[src/rtl/gb_pkg.sv]
// gb_pkg: shared state encoding, kernel weights and arithmetic widths for gauss_blur_3x3
package gb_pkg;

    localparam logic [1:0] ST_IDLE  = 2'd0;
    localparam logic [1:0] ST_RUN   = 2'd1;
    localparam logic [1:0] ST_DRAIN = 2'd2;
    localparam logic [1:0] ST_DONE  = 2'd3;

    typedef enum logic [1:0] {
        IDLE  = ST_IDLE,
        RUN   = ST_RUN,
        DRAIN = ST_DRAIN,
        DONE  = ST_DONE
    } gb_state_t;

    localparam int SUM_W      = 12;
    localparam int ROUND_BIAS = 8;
    localparam int SHIFT      = 4;

    // row-major 3x3 kernel [1 2 1; 2 4 2; 1 2 1], normalised by >> SHIFT
    localparam logic [2:0] KERNEL [9] = '{3'd1, 3'd2, 3'd1, 3'd2, 3'd4, 3'd2, 3'd1, 3'd2, 3'd1};

endpackage

[src/rtl/gb_line_buffer.sv]
// gb_line_buffer: W-deep shift register delaying the accepted pixel stream by one frame row
module gb_line_buffer
    import gb_pkg::*;
#(
    parameter int W  = 5,
    parameter int DW = 8
) (
    input  logic          clk,
    input  logic          en,
    input  logic [DW-1:0] din,
    output logic [DW-1:0] tap
);

    logic [DW-1:0] sr [W];

    // contents are don't-care after reset: taps are only consumed once a full row has been written
    always_ff @(posedge clk) begin
        if (en) begin
            sr[0] <= din;
            for (int i = 1; i < W; i++) sr[i] <= sr[i-1];
        end
    end

    assign tap = sr[W-1];

endmodule

[src/rtl/gauss_blur_3x3.sv]
// gauss_blur_3x3: 3x3 Gaussian blur of a raster pixel stream; define GB_ROUND_EN for rounded instead of truncated output
module gauss_blur_3x3
    import gb_pkg::*;
#(
    parameter int W  = 5,
    parameter int H  = 5,
    parameter int DW = 8
) (
    input  logic          clk,
    input  logic          rst_n,
    input  logic          GB_enable,
    input  logic          in_valid,
    input  logic [DW-1:0] Din,
    output logic [DW-1:0] Dout,
    output logic          out_valid,
    output logic          GB_done
);

    localparam int CW = $clog2(W);
    localparam int RW = $clog2(H);

    gb_state_t      state, state_next;
    logic [CW-1:0]  col;
    logic [RW-1:0]  row;
    logic [DW-1:0]  win [3][3];
    logic [DW-1:0]  nw  [3][3];
    logic [DW-1:0]  col_new [3];
    logic [DW-1:0]  tap1, tap2;
    logic [SUM_W-1:0] kernel_sum, res;
    logic [DW-1:0]  dout_next;
    logic           accept, abort, last, emit;

    assign accept  = (state == RUN) && GB_enable && in_valid;
    assign abort   = ((state == RUN) || (state == DRAIN)) && !GB_enable;
    assign last    = (row == RW'(H-1)) && (col == CW'(W-1));
    assign emit    = accept && (row >= RW'(2)) && (col >= CW'(2));
    assign GB_done = (state == DONE);

    gb_line_buffer #(.W(W), .DW(DW)) u_lb1 (.clk(clk), .en(accept), .din(Din),  .tap(tap1));
    gb_line_buffer #(.W(W), .DW(DW)) u_lb2 (.clk(clk), .en(accept), .din(tap1), .tap(tap2));

    // incoming column, oldest row on top
    assign col_new[0] = tap2;
    assign col_new[1] = tap1;
    assign col_new[2] = Din;

    // state register
    always_ff @(posedge clk or negedge rst_n) begin
        if (!rst_n) state <= IDLE;
        else        state <= state_next;
    end

    // next-state: frame sequencing with abort whenever enable drops mid-frame
    always_comb begin
        state_next = state;
        case (state)
            IDLE:    state_next = GB_enable ? RUN : IDLE;
            RUN:     state_next = !GB_enable ? IDLE : (accept && last) ? DRAIN : RUN;
            DRAIN:   state_next = !GB_enable ? IDLE : DONE;
            DONE:    state_next = IDLE;
            default: state_next = IDLE;
        endcase
    end

    // window after shifting in the current column, then the weighted sum over it
    always_comb begin
        kernel_sum = '0;
        for (int i = 0; i < 3; i++) begin
            nw[i][0] = win[i][1];
            nw[i][1] = win[i][2];
            nw[i][2] = col_new[i];
        end
        for (int i = 0; i < 3; i++)
            for (int j = 0; j < 3; j++)
                kernel_sum = kernel_sum + SUM_W'(KERNEL[i*3+j]) * SUM_W'(nw[i][j]);
`ifdef GB_ROUND_EN
        res = kernel_sum + SUM_W'(ROUND_BIAS);
`else
        res = kernel_sum;
`endif
        dout_next = DW'(res >> SHIFT);
    end

    // raster position of the next accepted pixel
    always_ff @(posedge clk or negedge rst_n) begin
        if (!rst_n) begin
            col <= '0;
            row <= '0;
        end else if (abort || state == DONE) begin
            col <= '0;
            row <= '0;
        end else if (accept) begin
            col <= (col == CW'(W-1)) ? '0 : col + 1'b1;
            if (col == CW'(W-1)) row <= last ? '0 : row + 1'b1;
        end
    end

    // 3x3 window keeps shifting across row wraps; emit gating hides the mixed windows
    always_ff @(posedge clk or negedge rst_n) begin
        if (!rst_n)      win <= '{default: '0};
        else if (abort)  win <= '{default: '0};
        else if (accept) win <= nw;
    end

    // one-cycle result register; Dout holds between results
    always_ff @(posedge clk or negedge rst_n) begin
        if (!rst_n) begin
            Dout      <= '0;
            out_valid <= 1'b0;
        end else begin
            out_valid <= emit;
            if (emit) Dout <= dout_next;
        end
    end

endmodule

[config.mk]
export PLATFORM = sky130hd
export DESIGN_NAME = gauss_blur_3x3
export DESIGN_NICKNAME = d
export VERILOG_FILES = /design/src/rtl/gb_pkg.sv /design/src/rtl/gb_line_buffer.sv /design/src/rtl/gauss_blur_3x3.sv
export SDC_FILE = /design/constraint.sdc
export NUM_CORES = 1
export LEC_CHECK = 0
export CORE_ASPECT_RATIO = 0.6
export CORE_MARGIN = 2
export CORE_UTILIZATION = 60
export CTS_CLUSTER_DIAMETER = 30
export DETAILED_ROUTE_END_ITERATION = 10
export PLACE_DENSITY = 0.78
export SYNTH_ARGS = -nofsm -noshare
export SYNTH_HDL_FRONTEND = slang
export SYNTH_SLANG_ARGS = --single-unit
export TNS_END_PERCENT = 1
[constraint.sdc]
create_clock -name clk -period 8.89 [get_ports clk]
set_clock_uncertainty 0.2 [all_clocks]
set_input_delay 1.778 -clock clk [delete_from_list [all_inputs] [get_ports clk]]
set_output_delay 1.778 -clock clk [all_outputs]
set_load 0.01 [all_outputs]
## Word-level counts from Yosys, hierarchy flattened

Memory sizes are Yosys's and may differ from the RTL's.
Cells that the tools add are included.

- Output and inout port bits: 10
- Flip-flop bits (word level): 65
- Bits in writable memories: 80
- Logic and storage cells: 61
- Bits in read-only memories: 0
- Latch bits: 0
- Memories kept: 2

Memories:

| name | words | bits a word | read ports | clocked after Yosys merged registers in | wr ports | line | text |
|---|---|---|---|---|---|---|---|
| u_lb1.sr | 5 | 8 | 5 | 0 | 5 | gb_line_buffer.sv:14 | `logic [DW-1:0] sr [W];` |
| u_lb2.sr | 5 | 8 | 5 | 0 | 5 | gb_line_buffer.sv:14 |  |

- Magnitude comparators: 2
- Multiply operators: 0
- Reductions and logical operators: 15
- Divide/modulo/power cells: 0
- Equal/unequal tests: 5
- Add/subtract/negate cells: 10
- Multiplexer cells: 16
- Bitwise gates (word level): 0
- Shifts and indexed selects: 0

Operators by type and width:

| operator | count |
|---|---|
| $mux W64 | 2 |
| $add A12 B8 Y12 | 2 |
| $add A12 B9 Y12 | 2 |
| $mux W3 | 7 |
| $add A11 B9 Y12 | 1 |
| $add A12 B10 Y12 | 1 |
| $add A10 B8 Y11 | 1 |
| $add A8 B9 Y10 | 1 |
| $pmux W2 S4 | 1 |
| $logic_and A1 B1 Y1 | 7 |
| $add A3 B1 Y3 const B | 2 |
| $eq A3 B3 Y1 const B | 2 |
| $ge A3 B2 Y1 const B | 2 |
| $mux W2 | 3 |
| $reduce_bool A2 Y1 | 3 |
| $eq A2 B2 Y1 const B | 2 |
| $mux W1 | 3 |
| $eq A2 B1 Y1 const B | 1 |
| $logic_not A2 Y1 | 1 |
| $logic_or A1 B1 Y1 | 2 |
| $reduce_and A2 Y1 | 1 |
| $logic_not A1 Y1 | 1 |

## Longest topological paths before layout

Gate-level depths: netlist (run 1).

- Depth after elaboration: 8
- Gate-level depth with buffers: 14

## Hierarchy

A second synthesis (run 1) with hierarchy kept.

- Cell total of the unflattened synthesis: 568
- Area, all modules: 7094.3 µm²

Modules (own cells, without submodules):

| module | area each (µm²) | instances | cells an instance |
|---|---|---|---|
| gauss_blur_3x3 | 4571.9 | 1 | 472 |
| gb_line_buffer | 1261.2 | 2 | 48 |

## Least setup slack after synthesis (run 1)

No wires, ideal clock.

- Path kind: input-to-reg
- From: input port Din[3]
- To: register Dout[5]
- Library setup time: 0.120 ns
- Arrival: 5.280 ns
- Cell stages on the path: 13
- Required time: 8.570 ns
- Slack: 3.290 ns
- Path through: inv_1 fa_1 inv_1 fa_1 fa_1 inv_1 fa_1 nor3_1 fa_1 nand3_1 a21oi_2 or3_1 a31o_1

- Cells in the longest elaborated chain, start to end: 1

Ends and longest elaborated chain:

| element | line | text |
|---|---|---|
| start, declared | gauss_blur_3x3.sv:13 | `input logic [DW-1:0] Din,` |
| $add A12 B8 Y12 | gauss_blur_3x3.sv:75 | `kernel_sum = kernel_sum + SUM_W'(KERNEL[i*3+j]) * SUM_W'(nw[i][j]);` |
| end signal, assigned | gauss_blur_3x3.sv:112 | `if (emit) Dout <= dout_next;` |
| end, declared | gauss_blur_3x3.sv:14 | `output logic [DW-1:0] Dout,` |

Every way passes these cells.
A chain may end at the register's enable or synchronous reset.

## Worst setup path in the final report (run 1)

Ends and elaborated chain as after synthesis.

==> run_results.csv, run 1 <==
group,metric,value,unit
run_status,status,"completed",
synthesis,synth_cells,546,
hold_path,min_path_type,"flop to flop",
timing,setup-tns-final,0,ps
routing,drt_iter0_drc,302,
worst_setup_path,crit_end,"Dout[5]",
clock_network,cts_tree,"done",
grt,grt_pass1_vias,4030,
clock_network,cts_buffer_depth,2,
layout,seq_area,4030,um^2
layout,area_growth_syn_to_layout,13.6,%
die,start_util,0.615,
worst_setup_path,endpoint_kind,"flop",
worst_setup_path,worstPathArrival,5960,ps
synthesis,synth-edff-count,80,
place,gp_congestion,0.806,
timing,slew_violations,0,
power_and_ir_drop,vdd_drop_max,203,uV
worst_setup_path,worstSetupStartpointType,"primary input",
worst_setup_path,path_class,"primary input to flop",
place,place_ws,2610,ps
routing,drtAntennaViolNets,0,
grt,grt_pass1_wl,19800,um
synthesis,syn-cell-area,6950,um^2
clock_network,numCtsBuffers,17,
run,maxCapViolCount,0,
worst_setup_path,r2r_slack,4550,ps
routing,dr.pass1.iters,5,
place,portBuffers,21,
synthesis,synth_flop_cell,"edfxtp_1",
timing,fmax,0.171,GHz
timing,relSlewSlack,0.188,
clock_network,cts_root_buffer,"clkbuf_16",
synthesis,ys_seq_elements,145,
synthesis,ys_types,44,
worst_setup_path,crit_start,"Din[3]",
clock_network,clkTransAtPathRegs,60,ps
clock_network,post_cts_resized,0,
clock_network,clk_latency,430,ps
synthesis,synth_top_area_share,0.346,
grt,antenna_found_initial,0,
synthesis,yosysSeqAreaShare,0.580,
die,num_rows,30,
grt,grt_max_degree,84,
timing,rsz0062_at_grt,"no",
grt,globalRouteMet1Util,0.301,
clock_network,cts_setup_buffers,0,
die,die_h,87.4,um
routing,vias,3962,
synthesis,ys_top_cells_by_count,"inv_1 (92), edfxtp_1 (80), nand2_1 (70)",
clock_network,htree_levels,4,
layout,layout-drive-gt1-share,0.0789,
worst_setup_path,reg2reg_depth,13,
timing,finalCriticalPeriod,5850,ps
timing,finalWorstSetupSlack,3040,ps
grt,met3_usage,0.0539,
synthesis,async_flop_share,0.448,
die,die_area,12500,um^2
worst_setup_path,r2r-start,"nw[10]",
grt,gr-max-usage-layer,"met2",
worst_setup_path,crit_fanout,3,
layout,nets,656,
power_and_ir_drop,power_density,288,nW/um^2
routing,wl_per_cell,15.9,um
grt,grt_usage,0.213,
die,num_io_pins,22,
power_and_ir_drop,total_power,2.27,mW
die,fp.coreArea,11300,um^2
synthesis,yosysMostFrequentCell,"inv_1",
clock_network,clock-sinks,145,
synthesis,syn_area_per_cell,12.7,um^2
timing,setup_viol,0,
power_and_ir_drop,power.leakage,3.39,nW
clock_network,hold_buffers,0,
routing,wirelength,11800,um
layout,fillers,804,
layout,n_antenna_cell,0,
layout,utilization,0.699,
synthesis,netlist_top_cells_area,"edfxtp_1 (35%), dfrtp_1 (23%), fa_1 (15%), inv_1 (5.0%), ha_1 (4.0%)",
routing,via_per_inst,5.33,
die,fp.dieW,143,um
synthesis,ys_warn_count,0,
grt,use_met2,0.327,
place,detailed_place_hpwl,7460,um
timing,worst_pin_slew,1210,ps
timing,hold_viol_final,0,
routing,drc,0,
grt,overflow,0,
worst_setup_path,worstReg2RegEnd,"Dout[5]",
worst_setup_path,critPathRequiredTime,9000,ps
layout,multiInputGateArea,2460,um^2
timing,fin_crit_sh,0.658,
synthesis,syn_nets,632,
synthesis,synth_largest_area_cell,"edfxtp_1",
-- sequential cells by signal (all words and copies together) (netlist names) --
register	count
state	2
row	3
col	3
out_valid	1
u_lb1.sr	40
nw	48
Dout	8
u_lb2.sr	40
-- layout by cell type (no fill, tap or decap), drive strengths merged, types with 2 or more instances in the layout --
cell type / netlist / final
o31ai: 9 / 9
nor2b: 2 / 2
inv: 94 / 97
a211oi: 2 / 2
fa: 52 / 52
nor2: 6 / 6
nand3: 45 / 45
nand2: 71 / 71
nand2b: 2 / 2
dfrtp: 65 / 65
ha: 22 / 22
and3: 2 / 2
a21oi: 18 / 18
edfxtp: 80 / 80
xnor2: 3 / 3
nor4: 2 / 2
buf: 16 / 5
nand3b: 2 / 2
bufinv: 0 / 4
nor3: 4 / 4
clkinv: 0 / 3
a21boi: 3 / 3
o21ai: 26 / 26
nand4: 3 / 3
clkdlybuf4s50: 0 / 20
and2: 2 / 2
a311o: 2 / 2
clkbuf: 4 / 19
clkinvlp: 0 / 3
-- critical path, cell delays in order --
cell and delay, ps:
clkdlybuf4s50_1 480, inv_1 80, fa_1 550, inv_1 60, fa_1 500, fa_1 540
inv_1 60, fa_1 600, nor3_1 80, fa_1 420, nand3_1 170, a21oi_2 80
or3_1 350, a31o_1 220
-- cell type report --
cell class | count | area share
clock buffers | 19 | 0.0548
clock inverters | 13 | 0.0231
inverters | 94 | 0.0450
multi-input cells | 287 | 0.312
flip-flops and latches | 145 | 0.510
well taps | 160 | 0.0253
repair buffers | 25 | 0.0298
-- layer usage --
metal  share of wire  wire length (um)  vias to the layer above
met1            0.48              5680                     2015
met3           0.042               497                       18
met2            0.46              5470                       77
met5               0                 0                        -
li1                -                 -                     1852
met4           0.012               140                        0
-- logic make-up (layout without fill, tap and decap cells) --
kind of cell,after synthesis,count (layout),synth area share
flip-flops,145,145,0.580
adder cells (fa/ha/maj),74,74,0.189
XOR/XNOR,3,3,0.00378
buffers and inverters,114,151,0.0661
AO/OA/AOI/OAI,67,67,0.0659
AND/OR/NAND/NOR,143,143,0.0952
-- worst min-delay path by stage --
stage | startpoint | end | slack (ps) | depth (start not counted)
finish | u_lb1.sr[0][3] | u_lb1.sr[0][11] | 210 | 0
global route | u_lb1.sr[0][1] | u_lb1.sr[0][9] | 220 | 0
CTS | u_lb1.sr[0][3] | u_lb1.sr[0][11] | 220 | 0
detailed placement | u_lb2.sr[0][28] | u_lb2.sr[0][36] | 200 | 0
global placement | u_lb2.sr[0][2] | u_lb2.sr[0][10] | 200 | 0
floorplan | u_lb1.sr[0][2] | u_lb1.sr[0][10] | 200 | 0
-- power breakdown --
part,switching [mW],leakage (nW),internal (mW)
logic,0.458,1.49,0.302
registers,0.0201,1.61,0.741
clock network,0.281,0.292,0.470
-- stage by stage --
stage | hold slack, ps | cells | cell area [um^2]
5_1_grt | 224 | 743 | 7900
4_1_cts | 216 | 743 | 7900
3_5_place_dp | 205 | 711 | 7280
3_3_place_gp | 201 | 711 | 7280
6_report | 215 | 743 | 7900
2_1_floorplan | 200 | 546 | 6950
No activity file was read; power rests on OpenSTA's default activity.
==> inputs of run 2 (changes only) <==
- clock period: 8.89 -> 5.8 ns (I/O delays scaled with it)
==> run 2 against run 1 <==
  * Core utilization shrank 0.35 points
  * Wire length grew 2.7%
  * Sequential cell count is the same
  * Non-clock buffer count is the same
  * Register-to-register slack lost 3200 ps
  * Clock-buffer cell count shrank 2
  * Hold slack lost 0.72 ps
  * Largest power group unchanged
==> run_results.csv, run 2 (synthesized netlist as in run 1, its figures left out) <==
group,metric,value,unit
run_status,status,"completed",
layout,seq_area,4030,um^2
hold_path,min_path_type,"flop to flop",
worst_setup_path,path_class,"primary input to flop",
worst_setup_path,worst-path-buf-inv,4,
timing,relSlewSlack,0.164,
layout,area_growth_syn_to_layout,13.1,%
clock_network,cts_tree,"done",
layout,layout_commonest_cell,"inv_1",
worst_setup_path,crit_top_cell,"fa_1",
layout,largest_reg_flops,48,
place,place_ws,104,ps
layout,n_antenna_cell,0,
die,num_rows,30,
worst_setup_path,endpoint_kind,"flop",
clock_network,cts_buffer_depth,2,
clock_network,clock-sinks,145,
die,fp.coreArea,11300,um^2
place,portBuffers,21,
routing,drt_iter0_drc,294,
power_and_ir_drop,p_sw_frac,0.351,
die,start_util,0.615,
place,detailed_place_hpwl,7840,um
routing,wl_per_cell,16.3,um
timing,hold_viol_final,0,
grt,antenna_found_initial,0,
die,num_io_pins,22,
die,fp.dieW,143,um
layout,nets,656,
power_and_ir_drop,power_density,433,nW/um^2
grt,overflow,0,
power_and_ir_drop,p_int,2.21,mW
timing,setup-tns-final,0,ps
power_and_ir_drop,comb_power_share,0.345,
routing,via_per_inst,5.34,
worst_setup_path,r2r-start,"nw[10]",
worst_setup_path,path_cells,"clkdlybuf4s50_1 > inv_1 > fa_1 > inv_1 > fa_1 > fa_1 > inv_1 > fa_1 > nor3_1 > fa_1 > nand3_1 > a21oi_2 > or3_1 > a31o_1",
power_and_ir_drop,p_sw,1.19,mW
layout,fin_area,7860,um^2
routing,drc,0,
layout,fillers,783,
clock_network,cts_root_buffer,"clkbuf_16",
clock_network,numCtsBuffers,17,
worst_setup_path,cp_top_family,"adder cells",
layout,layout.cells.non_filler,743,
clock_network,hold_buffers,0,
layout,utilization,0.695,
die,die_h,87.4,um
timing,finalCriticalPeriod,5300,ps
routing,wirelength,12100,um
die,die_area,12500,um^2
power_and_ir_drop,p_clk_frac,0.312,
timing,slew_violations,0,
grt,grt_max_degree,78,
layout,layout-drive-gt1-share,0.0840,
timing,rsz0062_at_grt,"no",
timing,fmax,0.189,GHz
worst_setup_path,cp_num_cells,14,
power_and_ir_drop,vdd_drop_max,336,uV
clock_network,clk_latency,420,ps
worst_setup_path,r2r_slack,1400,ps
grt,grt_usage,0.219,
routing,vias,3970,
grt,grt_pass1_wl,20300,um
timing,setup_viol,0,
worst_setup_path,worstReg2RegEnd,"Dout[5]",
clock_network,clkTransAtPathRegs,60,ps
timing,fin_crit_sh,0.913,
clock_network,post_cts_resized,0,
worst_setup_path,reg2reg_depth,13,
clock_network,cts_setup_buffers,0,
power_and_ir_drop,power.leakage,3.38,nW
timing,worst_pin_slew,1250,ps
worst_setup_path,worst_path_largest_cell_delay,610,ps
clock_network,htree_levels,4,
layout,multiInputGateArea,2460,um^2
worst_setup_path,worstSetupStartpointType,"primary input",
worst_setup_path,worstPathArrival,5400,ps
place,gp_congestion,0.813,
run,maxCapViolCount,0,
worst_setup_path,critPathRequiredTime,5910,ps
worst_setup_path,crit_start,"Din[3]",
routing,drtAntennaViolNets,0,
layout,final_cell_mix,"inv_1 (92), edfxtp_1 (80), nand2_1 (70), dfrtp_1 (65), fa_1 (52)",
power_and_ir_drop,pwr-share-seq,0.343,
place,post_dp_cell_area,7280,um^2
worst_setup_path,crit_fanout,3,
place,place_inst,711,
timing,finalWorstSetupSlack,503,ps
worst_setup_path,crit_end,"Dout[5]",
routing,dr.pass1.iters,4,
grt,grt_pass1_vias,4112,
worst_setup_path,cp_slowest_cell,"fa_1",
-- run 2: cell types whose count changed in the layout (fill, tap and decap cells not counted), sizes merged --
cell	previous run	this run
inv	97	102
bufinv	4	1
clkbuf	19	17
clkinv	3	4
clkinvlp	3	2
-- run 2: area by class of cell --
class / instances / share of cell area
flip-flops and latches: 145 / 0.513
multi-input cells: 287 / 0.313
clock buffers: 17 / 0.0541
inverters: 94 / 0.0452
repair buffers: 25 / 0.0299
well taps: 160 / 0.0255
clock inverters: 15 / 0.0191
-- run 2: worst reg2reg max path: stages (launching register included) --
cell and delay (ps):
dfrtp_1 360, inv_1 80, fa_1 500, inv_1 50
fa_1 520, fa_1 560, inv_1 60, fa_1 610
nor3_1 90, fa_1 430, nand3_1 170, a21oi_2 80
or3_1 350, a31o_1 220
-- run 2: worst min path at each step --
stage                          startpoint              end  cells after the start
final                     u_lb2.sr[0][27]  u_lb2.sr[0][35]                      0
after global routing      u_lb2.sr[0][30]  u_lb2.sr[0][38]                      0
after floorplan            u_lb1.sr[0][2]  u_lb1.sr[0][10]                      0
after detailed placement  u_lb2.sr[0][11]  u_lb2.sr[0][19]                      0
after CTS                 u_lb2.sr[0][27]  u_lb2.sr[0][35]                      0
after global placement    u_lb2.sr[0][21]  u_lb2.sr[0][29]                      0
-- run 2: metal layers --
| metal | track usage | part of all wire | up-vias |
|---|---|---|---|
| li1 | - | - | 1862 |
| met1 | 0.306 | 0.47 | 2032 |
| met2 | 0.344 | 0.48 | 59 |
| met3 | 0.0594 | 0.032 | 17 |
| met4 | 0.0630 | 0.012 | 0 |
| met5 | 0 | 0 | - |
-- run 2: through the flow --
stage	hold slack, ps	total power, mW
global route	220	3.65
global placement	201	2.31
finish	214	3.40
detailed placement	205	2.35
CTS	215	3.44
floorplan	200	2.20
-- run 2: power groups by stage --
stage | registers (mW) | clock network (mW) | logic, mW
2_1_floorplan | 1.18 | 0 | 1.02
3_3_place_gp | 1.18 | 0 | 1.13
3_5_place_dp | 1.19 | 0 | 1.17
4_1_cts | 1.17 | 1.08 | 1.19
5_1_grt | 1.17 | 1.13 | 1.35
6_report | 1.17 | 1.06 | 1.17
==> inputs of run 3 (changes only) <==
- DONT_BUFFER_PORTS: not set -> 1
- PLACE_DENSITY: 0.78 -> 0.76
- clock period: 5.8 -> 6.8 ns (I/O delays scaled with it)
==> run 3 against run 2 <==
  * Cell count decreased by 3.0%
  * Register-to-register slack improved by 1100 ps
  * Worst setup slack improved by 1400 ps
  * Critical path depth decreased by 1
==> run_results.csv, run 3 (synthesized netlist as in run 1, its figures left out) <==
group,metric,value,unit
place,detailed_place_hpwl,7730,um
timing,finalWorstSetupSlack,1910,ps
routing,drtAntennaViolNets,0,
grt,grt_max_degree,83,
grt,grt_pass1_wl,19300,um
timing,fin_crit_sh,0.719,
run,maxCapViolCount,0,
die,die_area,12500,um^2
grt,grt_pass1_vias,3887,
clock_network,numCtsBuffers,17,
place,gp_congestion,0.824,
routing,wl_per_cell,16.0,um
clock_network,cts_tree,"done",
grt,gr-max-usage-layer,"met2",
routing,drc,0,
clock_network,hold_buffers,0,
grt,antenna_found_initial,0,
run_status,status,"completed",
hold_path,min_path_type,"flop to flop",
die,fp.dieW,143,um
routing,wirelength,11500,um
grt,grt_usage,0.207,
clock_network,cts_setup_buffers,0,
worst_setup_path,path_cells,"inv_1 > fa_1 > inv_1 > fa_1 > fa_1 > inv_1 > fa_1 > nor3_1 > fa_1 > nand3_1 > a21oi_2 > or3_1 > a31o_1",
worst_setup_path,crit_fanout,3,
clock_network,clock-sinks,145,
die,fp.coreArea,11300,um^2
grt,met3_usage,0.0627,
timing,setup-tns-final,0,ps
routing,dr.pass1.iters,4,
timing,fmax,0.205,GHz
power_and_ir_drop,total_power,2.87,mW
grt,use_met2,0.315,
timing,slew_violations,0,
grt,globalRouteMet1Util,0.297,
worst_setup_path,worstSetupStartpointType,"primary input",
die,num_io_pins,22,
clock_network,clkTransAtPathRegs,60,ps
die,num_rows,30,
layout,final_cell_mix,"inv_1 (92), edfxtp_1 (80), nand2_1 (70), dfrtp_1 (65), fa_1 (52)",
worst_setup_path,path_class,"primary input to flop",
worst_setup_path,endpoint_kind,"flop",
layout,n_antenna_cell,0,
clock_network,cts_root_buffer,"clkbuf_16",
worst_setup_path,worstPathArrival,4990,ps
timing,relSlewSlack,0.168,
layout,fillers,797,
worst_setup_path,worst_path_largest_cell_delay,600,ps
layout,area_growth_syn_to_layout,9.97,%
layout,layout_commonest_cell,"inv_1",
worst_setup_path,crit_top_cell,"fa_1",
routing,drt_iter0_drc,258,
place,place_ws,1480,ps
place,portBuffers,0,
power_and_ir_drop,power.leakage,3.29,nW
routing,vias,3869,
timing,finalCriticalPeriod,4890,ps
die,start_util,0.615,
layout,largest_reg_flops,48,
timing,hold_viol_final,0,
power_and_ir_drop,vdd_drop_max,248,uV
die,die_h,87.4,um
timing,setup_viol,0,
timing,worst_pin_slew,1240,ps
clock_network,htree_levels,4,
timing,rsz0062_at_grt,"no",
clock_network,clk_latency,420,ps
routing,via_per_inst,5.37,
grt,overflow,0,
worst_setup_path,cp_slowest_cell,"fa_1",
worst_setup_path,r2r_slack,2530,ps
layout,layout-drive-gt1-share,0.0838,
worst_setup_path,critPathRequiredTime,6900,ps
power_and_ir_drop,power_density,376,nW/um^2
clock_network,cts_buffer_depth,2,
layout,nets,634,
clock_network,post_cts_resized,0,
==> run 3: layout make-up <==
cell class,count,area [um^2],area share
clock buffer,17,425,0.0557
multi-input combinational,287,2460,0.322
sequential,145,4030,0.527
clock inverter,15,149,0.0195
inverter,94,355,0.0465
timing repair buffer,3,22.5,0.00295
tap,160,200,0.0262
==> run 3: power breakdown <==
group,internal (mW),switching (mW)
sequential,0.969,0.0253
combinational,0.391,0.594
clock,0.513,0.381
total,1.87,1.00
==> run 3: worst paths after layout <==
| kind | from | endpoint | cells after the start |
|---|---|---|---|
| hold / removal | u_lb2.sr[0][3] | u_lb2.sr[0][11] | 0 |
| max in group asynchronous | rst_n | nw[40] | 0 |
| hold reg to reg | u_lb2.sr[0][3] | u_lb2.sr[0][11] | 0 |
| setup reg to reg | u_lb1.sr[0][34] | Dout[5] | 11 |
| min in group asynchronous | rst_n | nw[15] | 0 |
| setup / recovery | Din[3] | Dout[5] | 13 |
==> run 3: metal layers <==
layer,part of all wire,wire [um]
met5,0,0
met4,0.0066,76
met3,0.048,552
met2,0.47,5430
met1,0.47,5470
==> run 3: stage by stage <==
stage	util	cells	hold WS (ps)	cell area (um^2)
global route	0.677	721	214	7640
global placement	0.626	689	200	7070
detailed placement	0.626	689	205	7070
floorplan	-	546	200	6950
finish	0.677	721	214	7640
CTS	0.677	721	216	7640
==> run 3: critical path: cells and delay by family <==
family,cells,cell delay [ps]
compound gates,2,300
simple gates,3,580
buf+inv,3,160
fa+ha+maj,5,2580
